## config.mk

```make
export PLATFORM = sky130hd
export DESIGN_NAME = instr_sequencer
export DESIGN_NICKNAME = d
export VERILOG_FILES = /design/src/rtl/seq_pkg.sv /design/src/rtl/jump_lut.sv /design/src/rtl/instr_sequencer.sv
export SDC_FILE = /design/constraint.sdc
export NUM_CORES = 1
export LEC_CHECK = 0
export ABC_AREA = 0
export BUFFER_PORTS_ARGS = -buffer_cell sky130_fd_sc_hd__buf_2
export CORE_MARGIN = 5
export CORE_UTILIZATION = 40
export DETAILED_ROUTE_END_ITERATION = 12
export PLACE_DENSITY_LB_ADDON = 0.2
export SLEW_MARGIN = 10
export SYNTH_ARGS = -nofsm -noshare
export SYNTH_HDL_FRONTEND = slang
export SYNTH_SLANG_ARGS = --single-unit
```

## constraint.sdc

```tcl
create_clock -name Clk -period 2.2 [get_ports Clk]
set_clock_uncertainty 0.05 [all_clocks]
set_input_delay 0.33 -clock Clk [delete_from_list [all_inputs] [get_ports Clk]]
set_output_delay 0.33 -clock Clk [all_outputs]
set_load 0.01 [all_outputs]
```

## src/rtl/seq_pkg.sv

```systemverilog
// Shared types and constants for the 9-bit-instruction control sequencer.
package seq_pkg;

  localparam int         PC_W        = 8;
  localparam int         JPTR_W      = 2;
  localparam logic [8:0] HALT_OP     = 9'h1FF;
  localparam int         MEM_TIMEOUT = 15;

  typedef enum logic [2:0] {
    IDLE   = 3'd0,
    FETCH  = 3'd1,
    EXEC   = 3'd2,
    MEM    = 3'd3,
    WB     = 3'd4,
    HALTED = 3'd5
  } state_e;

  // Entry 0 is the rightmost element of the packed array.
  localparam logic [2**JPTR_W-1:0][PC_W-1:0] JUMP_TARGETS = {8'h50, 8'h40, 8'h38, 8'h30};

endpackage

```

## src/rtl/jump_lut.sv

```systemverilog
// Combinational jump-target ROM indexed by the low bits of the decoder jump pointer.
module jump_lut
  import seq_pkg::*;
(
  input  logic [JPTR_W-1:0] idx_i,
  output logic [PC_W-1:0]   target_o
);

  assign target_o = JUMP_TARGETS[idx_i];

endmodule

```

## src/rtl/instr_sequencer.sv

```systemverilog
// Multi-cycle FETCH/EXEC/MEM/WB sequencer owning the program counter.
// Optional performance counters are built only when SEQ_PERF_CNT_EN is defined.
//
// state  | meaning
// IDLE   | after reset, waiting for Start
// FETCH  | instruction register load, halt detection
// EXEC   | ALU cycle, branch condition captured
// MEM    | data memory request held until MemAck or timeout
// WB     | register write and program counter update
// HALTED | program finished, waiting for Start
module instr_sequencer
  import seq_pkg::*;
#(
  parameter int MEM_TIMEOUT_P = MEM_TIMEOUT
) (
  input  logic            Clk,
  input  logic            Reset_n,
  input  logic            Start,
  input  logic [PC_W-1:0] StartAddr,
  input  logic [8:0]      Instr,
  input  logic            Ldr,
  input  logic            Str,
  input  logic            WenR,
  input  logic            IsBranch,
  input  logic            BranchTaken,
  input  logic [7:0]      Jptr,
  input  logic            MemAck,
  output logic [PC_W-1:0] ProgCtr,
  output logic            IrEn,
  output logic            RegWrEn,
  output logic            MemRdEn,
  output logic            MemWrEn,
  output logic            Busy,
  output logic            Done,
  output logic            MemErr
`ifdef SEQ_PERF_CNT_EN
  ,
  output logic [15:0]     InstrCount,
  output logic [15:0]     CycleCount
`endif
);

  localparam int WCNT_W = $clog2(MEM_TIMEOUT_P + 1);

  state_e              state_q, state_d;
  logic [PC_W-1:0]     pc_q, pc_d;
  logic [WCNT_W-1:0]   wcnt_q, wcnt_d, wcnt_inc;
  logic                taken_q, taken_d;
  logic                regwr_q, regwr_d;
  logic                done_q, done_d;
  logic                memerr_q, memerr_d;
  logic                start_ok;
  logic [PC_W-1:0]     jump_tgt;
  logic                unused_jptr;

  assign unused_jptr = ^Jptr[7:JPTR_W];

  jump_lut u_jump_lut (
    .idx_i    (Jptr[JPTR_W-1:0]),
    .target_o (jump_tgt)
  );

  assign start_ok = Start & ((state_q == IDLE) | (state_q == HALTED));
  assign wcnt_inc = wcnt_q + 1'b1;

  always_comb begin
    state_d  = state_q;
    pc_d     = pc_q;
    wcnt_d   = '0;
    taken_d  = taken_q;
    regwr_d  = 1'b0;
    done_d   = 1'b0;
    memerr_d = memerr_q;
    case (state_q)
      IDLE, HALTED: begin
        if (start_ok) begin
          pc_d     = StartAddr;
          memerr_d = 1'b0;
          state_d  = FETCH;
        end
      end
      FETCH: begin
        if (Instr == HALT_OP) begin
          state_d = HALTED;
          done_d  = 1'b1;
        end else begin
          state_d = EXEC;
        end
      end
      EXEC: begin
        taken_d = BranchTaken;
        if (Ldr | Str) begin
          state_d = MEM;
        end else begin
          state_d = WB;
          regwr_d = WenR & ~Str;
        end
      end
      MEM: begin
        if (MemAck) begin
          state_d = WB;
          regwr_d = WenR & ~Str;
        end else if (wcnt_inc == WCNT_W'(MEM_TIMEOUT_P)) begin
          // Timed-out access: give up, flag it, and skip the register write.
          state_d  = WB;
          memerr_d = 1'b1;
        end else begin
          wcnt_d = wcnt_inc;
        end
      end
      WB: begin
        state_d = FETCH;
        if (IsBranch & taken_q) pc_d = jump_tgt;
        else                    pc_d = pc_q + 1'b1;
      end
      default: state_d = IDLE;
    endcase
  end

  always_ff @(posedge Clk or negedge Reset_n) begin
    if (!Reset_n) begin
      state_q  <= IDLE;
      pc_q     <= '0;
      wcnt_q   <= '0;
      taken_q  <= 1'b0;
      regwr_q  <= 1'b0;
      done_q   <= 1'b0;
      memerr_q <= 1'b0;
    end else begin
      state_q  <= state_d;
      pc_q     <= pc_d;
      wcnt_q   <= wcnt_d;
      taken_q  <= taken_d;
      regwr_q  <= regwr_d;
      done_q   <= done_d;
      memerr_q <= memerr_d;
    end
  end

  assign ProgCtr = pc_q;
  assign IrEn    = (state_q == FETCH);
  assign Busy    = (state_q == FETCH) | (state_q == EXEC) | (state_q == MEM) | (state_q == WB);
  assign RegWrEn = regwr_q;
  assign Done    = done_q;
  assign MemErr  = memerr_q;
  assign MemRdEn = (state_q == MEM) & Ldr;
  assign MemWrEn = (state_q == MEM) & Str & ~Ldr;

`ifdef SEQ_PERF_CNT_EN
  logic [15:0] icnt_q, ccnt_q;

  always_ff @(posedge Clk or negedge Reset_n) begin
    if (!Reset_n) begin
      icnt_q <= '0;
      ccnt_q <= '0;
    end else if (start_ok) begin
      icnt_q <= '0;
      ccnt_q <= '0;
    end else begin
      if (Busy && (ccnt_q != 16'hFFFF))             ccnt_q <= ccnt_q + 1'b1;
      if ((state_q == WB) && (icnt_q != 16'hFFFF))  icnt_q <= icnt_q + 1'b1;
    end
  end

  assign InstrCount = icnt_q;
  assign CycleCount = ccnt_q;
`endif

endmodule

```

# After elaboration in Yosys (flattened, before gate mapping)
# Index checks and enable logic that the tools add are counted.
totals:
  register_bits: 19
  word_cells: 64
  output_inout_bits: 15
  in_bits: 34
classes:
  addsub: 2
  n_eq_ne: 11
  reduce_logical: 7
  bitwise: 13
  order_cmp: 1
  n_mux: 23
ops:
  columns: ["op", "count"]
  rows:
  - ["$mux W8", 3]
  - ["$bmux W8 S2", 1]
  - ["$pmux W8 S2", 1]
  - ["$mux W3", 5]
  - ["$pmux W3 S5", 1]
  - ["$mux W4", 3]
  - ["$eq A9 B9 Y1 const B", 1]
  - ["$add A8 B1 Y8 const B", 1]
  - ["$mux W1", 7]
  - ["$and A1 B1 Y1", 6]
  - ["$eq A3 B2 Y1 const B", 2]
  - ["$eq A3 B3 Y1 const B", 2]
  - ["$ne A2 B2 Y1 const B", 3]
  - ["$or A1 B1 Y1", 5]
  - ["$add A4 B1 Y4 const B", 1]
  - ["$eq A4 B4 Y1 const B", 1]
  - ["$pmux W1 S2", 2]
  - ["$reduce_and A2 Y1", 2]
  - ["$reduce_and A4 Y1", 1]
  - ["$reduce_bool A2 Y1", 2]
  - ["$eq A3 B1 Y1 const B", 1]
  - ["$logic_not A3 Y1", 1]
  - ["$lt A2 B3 Y1 const B", 1]
  - ["$ne A3 B3 Y1 const B", 1]
  - ["2 further kinds", 3]

# Depth between registers and ports, before layout
# Gate-level depths: netlist of run 1.
depth:
  word_depth: 5
  mapped_depth: 7
  mapped_depth_nobuf: 6

# Modules after synthesis
# From an unflattened synthesis of run 1, not the netlist that was laid out.
unflattened:
  cells_unflattened: 146
  hier_area_um2: 1335.0
modules_own_cells:
  columns: ["mod", "n_inst", "area_per_inst_um2", "cells_each", "seq_area_each_um2"]
  rows:
  - ["instr_sequencer", 1, 1277.5, 137, 475.5]
  - ["jump_lut", 1, 57.6, 9, 0.0]

# Worst setup path before layout of run 1
# Ideal clock, no wire load.
synth_timing:
  path_type: "flip-flop to flip-flop"
  startpoint: "reg state_q[2]"
  endpoint: "reg state_q[0]"
  stages_incl_launch_ff: 6
  path_slack_ns: 0.630
  setup_ns: 0.094
  arrival_time_ns: 1.426
  cell_sequence: "dfrtp_1 > buf_6 > or3b_4 > nor4_2 > nor3_1 > a221oi_2"
synth_between:
  elab_chain_len: 5
  word_cells_on_any_way: 13
  classes_between: "eq/ne: 7; mux: 1; bitwise: 2; reduce/logical: 3"
synth_lines:
  columns: ["item", "line_no", "text"]
  rows:
  - ["start: declaration", "instr_sequencer.sv:45", "state_e state_q, state_d;"]
  - ["start signal: assignment", "instr_sequencer.sv:130", "state_q <= state_d;"]
  - ["$eq A3 B3 Y1 or $logic_not A3 Y1 (tied branches)", "instr_sequencer.sv:63, instr_sequencer.sv:74", null]
  - ["$or A1 B1 Y1", "instr_sequencer.sv:63", "assign start_ok = Start & ((state_q == IDLE) | (state_q == HALTED));"]
  - ["$and A1 B1 Y1", "instr_sequencer.sv:63", null]
  - ["$ne A2 B2 Y1 (no source line)", null, null]
  - ["$reduce_and A2 Y1 (no source line)", null, null]
# Parallel ways exist; a longest one is shown, timed or not.
# A chain may end at the register's enable or synchronous reset.

# Worst setup path in the final report of run 1
layout_timing:
  startpoint: "reg state_q[1]"
  endpoint: "out MemWrEn"
layout_between:
  elab_chain_len: 3
layout_lines:
  columns: ["item", "line_no", "text"]
  rows:
  - ["$eq A3 B2 Y1", "instr_sequencer.sv:147", "assign MemWrEn = (state_q == MEM) & Str & ~Ldr;"]
  - ["$and A1 B1 Y1 (2 in a row)", "instr_sequencer.sv:147", null]
  - ["end: declaration", "instr_sequencer.sv:32", "output logic MemWrEn,"]
# Every way passes these cells.

==> impl_results.md, run 1 <==
* Syn Std Cell Area at 1274 sq um
* Yosys reg bits at 19
* Iteration-0 DRC Markers at 77
* Core ar. at 3053 sq um
* Slew HR at 70.16%
* CP startpoint: state_q[1]
* Worst R2R Start: state_q[1]
* Root Driver: clkbuf_4
* H-tree depth at 1
* Initial Utilization at 41.72%
* Most frequent cells in the layout: buf_2 (42), dfrtp_1 (19), inv_1 (13)
* P_int at 0.9006 mW
* Post-Syn Instances at 144
* Min cycle time layout at 1969 ps
* Clock Latency Late Sink at 300 ps
* Yosys top cell area share at 37.33%
* Ant. Diodes at 0
* CP Max Fanout at 14
* Final wirelength at 3040 microns
* Post-Synth Adder-Cell Area at 3.831%
* Sequential element share of the synthesized area at 37.33%
* Reg clk slew, reported paths at 120 ps
* DR WL/cell at 13.22 microns
* Reg power frac at 39.1%
* Setup WS post-layout at 230.6 ps
* Via count at 1,224
* Post-route clock period utilization at 89.52%
* Die Y at 66.43 microns
* Comb pwr share at 49.2%
* Compound-Gate Fraction of Synth Area at 19.06%
* Post-CTS setup buffer count at 0
* P per Cell Area at 1045 nW/um^2
* Pwr Total at 1.612 mW
* Number of global-route vias before repair at 1,190
* Startpoint type of the worst setup path: flip-flop
* Critical path arrival at 1590 ps
* Mux share of post-synthesis cell area at 3.242%
* Final Hold Vio Count at 0
* Pre-CTS setup slack at 422.2 ps
* Finished Core Util at 50.53%
* First-pass GRT wire length at 5154 microns
* CTS tree: yes
* Largest net degree at the start of global routing at 20
* Crit-path cells: nand2_1, nor4b_1, buf_2
* Setup TNS at 0 ps
* Ys Warns at 0
* Fillers at 322
* Num ports at 49
* Fmax at 507.8 MHz
* Antenna violations before repair at 0
* Switch Pwr at 0.7116 mW
* Gpl congestion at 0.8186
* DRC at 0
* XOR/XNOR Fraction of Synth Area at 2.750%
* Worst ir drop on vdd at 0.0005829 V
* Final Setup Violations at 0
* Dominant cell type by area after synthesis: dfrtp_1
* Crit path kind: reg2out
* Unrepaired setup endpoints after global routing: no
* Slowest-stage cell, CP: dfrtp_1
* Clk pwr share at 11.7%
* # rows at 20
* Final Net Count at 224
* Routed Antenna Nets at 0
* Post-Synth Simple-Gate Area at 26.23%
* DR vias/cell at 5.322
* Commonest non-fill, non-tap cell in the layout: buf_2
* Worst Max-Slew Pin Slew at 447.5 ps
* Pleak at 0.7002 nW
* Die ar. at 4413 sq um
* I/O Buffers at 42
* Mapped Nets at 181
* Pre-antenna DRT Iters at 4
* Num Clock Sinks at 19
* Clk buf depth at 2
* Final instance area at 1543 sq um
* Post-DP Area at 1506 sq um
* Avg Cell Area, Syn at 8.845 sq um
* Main combinational cell family by area after synthesis: simple AND/OR/NAND/NOR gates
* Critical Path RT at 1820 ps
* Synth top area cells: dfrtp_1 (37%), nor3_1 (4.3%), inv_1 (3.8%)
* Footprint of the multi-input gates at 701.9 sq um
* Max incr delay on CP at 610 ps
* Sw frac at 44.14%
* Hold_sp: Str
* FF/Latch Area at 475.5 sq um
* Crit end category: primary output
* Status: completed
* Area delta synth->final at 21.12%
* Max-cap viol count at 0
* Die width at 66.43 microns
* Total gr overflow at 0
* Detailed placement HPWL at 2373 microns
* Total GRT Usage at 14.61%
* Total CTS buffers at 3
* Final slew viol count at 0
* Post-synth cell types at 48
* Worst Hold Class: in2reg
* Share of layout cells above drive strength 1 at 32.26%
==> metal layers <==
layer  GRT usage, %  part of all wire (%)  up-vias
met1          18.24                    44      586
met2          24.78                    50       25
li1               -                     -      611
met3          3.231                   5.4        2
met5              0                     0        -
met4          4.569                  0.49        0
==> synth_stat cells, drive strengths merged <==
master  instances
or3b            2
dfrtp          19
nor2           12
nor4            3
nand2b          2
a211oi          2
xnor2           3
nand3b          3
buf             5
and4bb          1
o21a            2
nor3b           1
a221o           1
a21oi           6
a22oi           1
o31ai           2
inv            13
o211a           1
a221oi          1
xor2            1
o211ai          2
a211o           1
o21ai           8
a21bo           1
mux2i           3
nand3           5
nor3           12
or2             2
mux2            1
and3            1
maj3            1
nand2           7
and2            2
o22ai           4
clkbuf          2
ha              3
a32oi           2
nand4           1
nor4b           1
a31o            1
or3             3
==> worst paths after layout <==
path | end | slack (ps) | depth (start not counted)
setup / recovery | MemWrEn | 230 | 3
hold / removal | RegWrEn | 160 | 2
setup reg to reg | ProgCtr[3] | 390 | 4
hold reg to reg | MemErr | 470 | 2
max in group asynchronous | wcnt_q[2] | 1350 | 2
min in group asynchronous | ProgCtr[7] | 440 | 2
==> cell families after synthesis <==
kind of cell / Yosys count
AND/OR/NAND/NOR: 58
multiplexers: 4
adder cells (fa/ha/maj): 4
buffers and inverters: 20
flip-flops: 19
AO/OA/AOI/OAI: 35
XOR/XNOR: 4
==> power by group through the flow <==
stage	Clock [mW]	Combinational, mW	Sequential (mW)
after CTS	0.194	0.800	0.630
after floorplan	0	0.616	0.591
after detailed placement	0	0.795	0.639
final	0.188	0.794	0.630
after global routing	0.209	0.899	0.658
after global placement	0	0.787	0.634
==> what timing repair did <==
action / CTS / global route
hold endpoints to repair: 19 / 0
hold buffers: 1 / 0
gates resized for setup: 0 / 0
==> per-stage QoR <==
step / instances / hold WS, ps
6_report: 230 / 162.0
2_1_floorplan: 144 / -15.59
3_5_place_dp: 225 / 254.6
4_1_cts: 230 / 155.8
5_1_grt: 230 / 174.0
3_3_place_gp: 225 / 248.3
==> critical path: cells and delay by family, from the launching register on <==
family / cells / cell delay [ps]
simple gates: 2 / 490
flops: 1 / 610
buf+inv: 1 / 180
==> flip-flops by register name, indices dropped and copies added (netlist names) <==
signal	count
state_q	3
RegWrEn	1
taken_q	1
wcnt_q	4
MemErr	1
ProgCtr	8
Done	1
==> final cells by class <==
class	instances	share of cell area (%)
multi-input combinational	105	45.50
sequential	19	30.82
tap	44	3.569
timing repair buffer	45	15.25
inverter	13	3.163
clock buffer	4	1.703
Power figures use the tool's default switching activity.
==> run 2, diff against run 1 <==
--- a/config.mk
+++ b/config.mk
@@ -7,10 +7,10 @@
 export LEC_CHECK = 0
 export ABC_AREA = 0
 export BUFFER_PORTS_ARGS = -buffer_cell sky130_fd_sc_hd__buf_2
-export CORE_MARGIN = 5
 export CORE_UTILIZATION = 40
 export DETAILED_ROUTE_END_ITERATION = 12
 export PLACE_DENSITY_LB_ADDON = 0.2
+export REMOVE_ABC_BUFFERS = 1
 export SLEW_MARGIN = 10
 export SYNTH_ARGS = -nofsm -noshare
 export SYNTH_HDL_FRONTEND = slang
==> run 2 against run 1 <==
Worst hold slack improved by 22 ps. Sequential share of layout area rose by 0.15 points. Cell area fell by 0.49%. First-iteration DRC count fell by 42%. Non-clock buffer count fell by 1. Sequential power barely moved. Largest cell class unchanged.
==> impl_results.md, run 2 (synthesis gave the netlist of run 1 again) <==
* Status: completed
* Min cycle time layout at 1916 ps (-53.01 ps)
* Final Net Count at 223 (-0.45%)
* CP endpoint: MemWrEn
* Reg clk slew, reported paths at 110 ps (about the same)
* Ant. Diodes at 0 (unchanged)
* Num ports at 49 (unchanged)
* Crit path kind: reg2out
* Commonest non-fill, non-tap cell in the layout: buf_2
* Clock Latency Late Sink at 300 ps (about the same)
* Total GRT Usage at 17.34% (+2.7 points)
* Root Driver: clkbuf_4
* Final Setup Violations at 0 (unchanged)
* Unrepaired setup endpoints after global routing: no
* Total gr overflow at 0 (unchanged)
* DRC at 0 (unchanged)
* Total CTS buffers at 3 (unchanged)
* Core ar. at 3028 sq um (-0.82%)
* Area delta synth->final at 20.53%
* Worst r2r dst: ProgCtr[3]
* Die Y at 58.43 microns (-12%)
* Worst Hold Class: in2reg
* Most frequent cells in the layout: buf_2 (42), dfrtp_1 (19), inv_1 (13)
* Placed Instances at 224 (-0.44%)
* First-pass GRT wire length at 4602 microns (-11%)
* Setup WS post-layout at 283.6 ps (+53.01 ps)
* CTS tree: yes
* Pre-antenna DRT Iters at 4 (unchanged)
* Clk buf depth at 2 (unchanged)
* Largest net degree at the start of global routing at 20 (unchanged)
* Setup TNS at 0 ps (unchanged)
* Startpoint type of the worst setup path: flip-flop
* Critical Path RT at 1820 ps (about the same)
* Worst Max-Slew Pin Slew at 461.3 ps (+13.78 ps)
* Iteration-0 DRC Markers at 45 (-42%)
* Die width at 58.43 microns (-12%)
* Worst r2r path cells at 4 (unchanged)
* Final Hold Vio Count at 0 (unchanged)
* Crit end category: primary output
* CTS-repair resized insts at 0 (unchanged)
* Num Clock Sinks at 19 (unchanged)
* DR WL/cell at 12.05 microns (-8.8%)
* Final wirelength at 2760 microns (-9.2%)
* Worst R2R Start: state_q[1]
* H-tree depth at 1 (unchanged)
* Final slew viol count at 0 (unchanged)
* CP startpoint: state_q[1]
* DR vias/cell at 5.192 (-2.4%)
* Post-CTS setup buffer count at 0 (unchanged)
* Worst ir drop on vdd at 0.0004674 V (-20%)
* Final Non-Filler Cells at 229 (-0.43%)
* Number of global-route vias before repair at 1,088 (-8.6%)
* Antenna violations before repair at 0 (unchanged)
* Post-route clock period utilization at 87.11% (-2.4 points)
* Share of layout cells above drive strength 1 at 31.89% (-0.37 points)
* Slew HR at 69.08% (-1.1 points)
* # rows at 20 (unchanged)
* Number of flip-flops in the largest register at 8 (unchanged)
* P per Cell Area at 1033 nW/um^2 (-1.1%)
* Detailed placement HPWL at 2173 microns (-8.4%)
* Max-cap viol count at 0 (unchanged)
* Via count at 1,189 (-2.9%)
* Hold Crit Depth at 2 (unchanged)
* Pre-CTS setup slack at 447.1 ps (+24.88 ps)
* Routed Antenna Nets at 0 (unchanged)
* Pleak at 0.6949 nW (-0.75%)
* FF-to-FF setup slack at 420 ps (+30 ps)
* Initial Utilization at 42.07% (+0.34 points)
* Hold Slack at 184.1 ps (+22.16 ps)
* Fmax at 521.8 MHz (+2.8%)
* Critical path arrival at 1540 ps (-50 ps)
* Fillers at 283 (-12%)
* Gpl congestion at 0.8522 (+4.1%)
* CP Max Fanout at 13 (-1)
* Die ar. at 3414 sq um (-23%)
* I/O Buffers at 42 (unchanged)
run 2: per-layer routing:
layer | vias up | share of wire [%] | track usage, %
li1 | 604 | - | -
met4 | 0 | 1.7 | 5.102
met1 | 547 | 45 | 21.69
met3 | 6 | 4.4 | 4.835
met2 | 32 | 49 | 29.23
met5 | - | 0 | 0
run 2: worst max-delay path, stage by stage, from the launching register on:
cell	delay [ps]
dfrtp_1	600
nand2_1	210
nor4b_1	260
buf_2	180
run 2: final cells by class:
| class | instances | area, sq um | share of cell area, % |
|---|---|---|---|
| repair buffers | 44 | 227.7 | 14.83 |
| inverters | 13 | 48.80 | 3.178 |
| multi-input cells | 105 | 701.9 | 45.72 |
| well taps | 44 | 55.05 | 3.586 |
| clock buffers | 4 | 26.28 | 1.711 |
| flip-flops and latches | 19 | 475.5 | 30.97 |
run 2: where the power goes:
| part | total, mW | internal (mW) | switching (mW) |
|---|---|---|---|
| Combinational | 0.778 | 0.360 | 0.418 |
| Clock | 0.180 | 0.0706 | 0.110 |
| Sequential | 0.629 | 0.461 | 0.167 |
run 2: worst min-delay path by stage:
stage | start | endpoint | slack, ps
global route | Str | RegWrEn | 180
finish | Str | RegWrEn | 180
global placement | Reset_n | ProgCtr[3] | 250
detailed placement | Reset_n | ProgCtr[3] | 260
floorplan | Reset_n | Done | -20
CTS | Str | RegWrEn | 170
run 2: per-stage QoR:
| stage | area (sq um) | power [mW] | util [%] |
|---|---|---|---|
| floorplan | 1226 | 1.145 | - |
| global placement | 1499 | 1.400 | 49.50 |
| detailed placement | 1499 | 1.417 | 49.50 |
| CTS | 1535 | 1.600 | 50.70 |
| global route | 1535 | 1.728 | 50.70 |
| finish | 1535 | 1.587 | 50.70 |
run 2: what timing repair did:
| item | 4_1_cts | 5_1_grt |
|---|---|---|
| hold endpoints to repair | 19 | 0 |
| endpoints found under the setup margin | 0 | 0 |
| hold buffers | 1 | 0 |
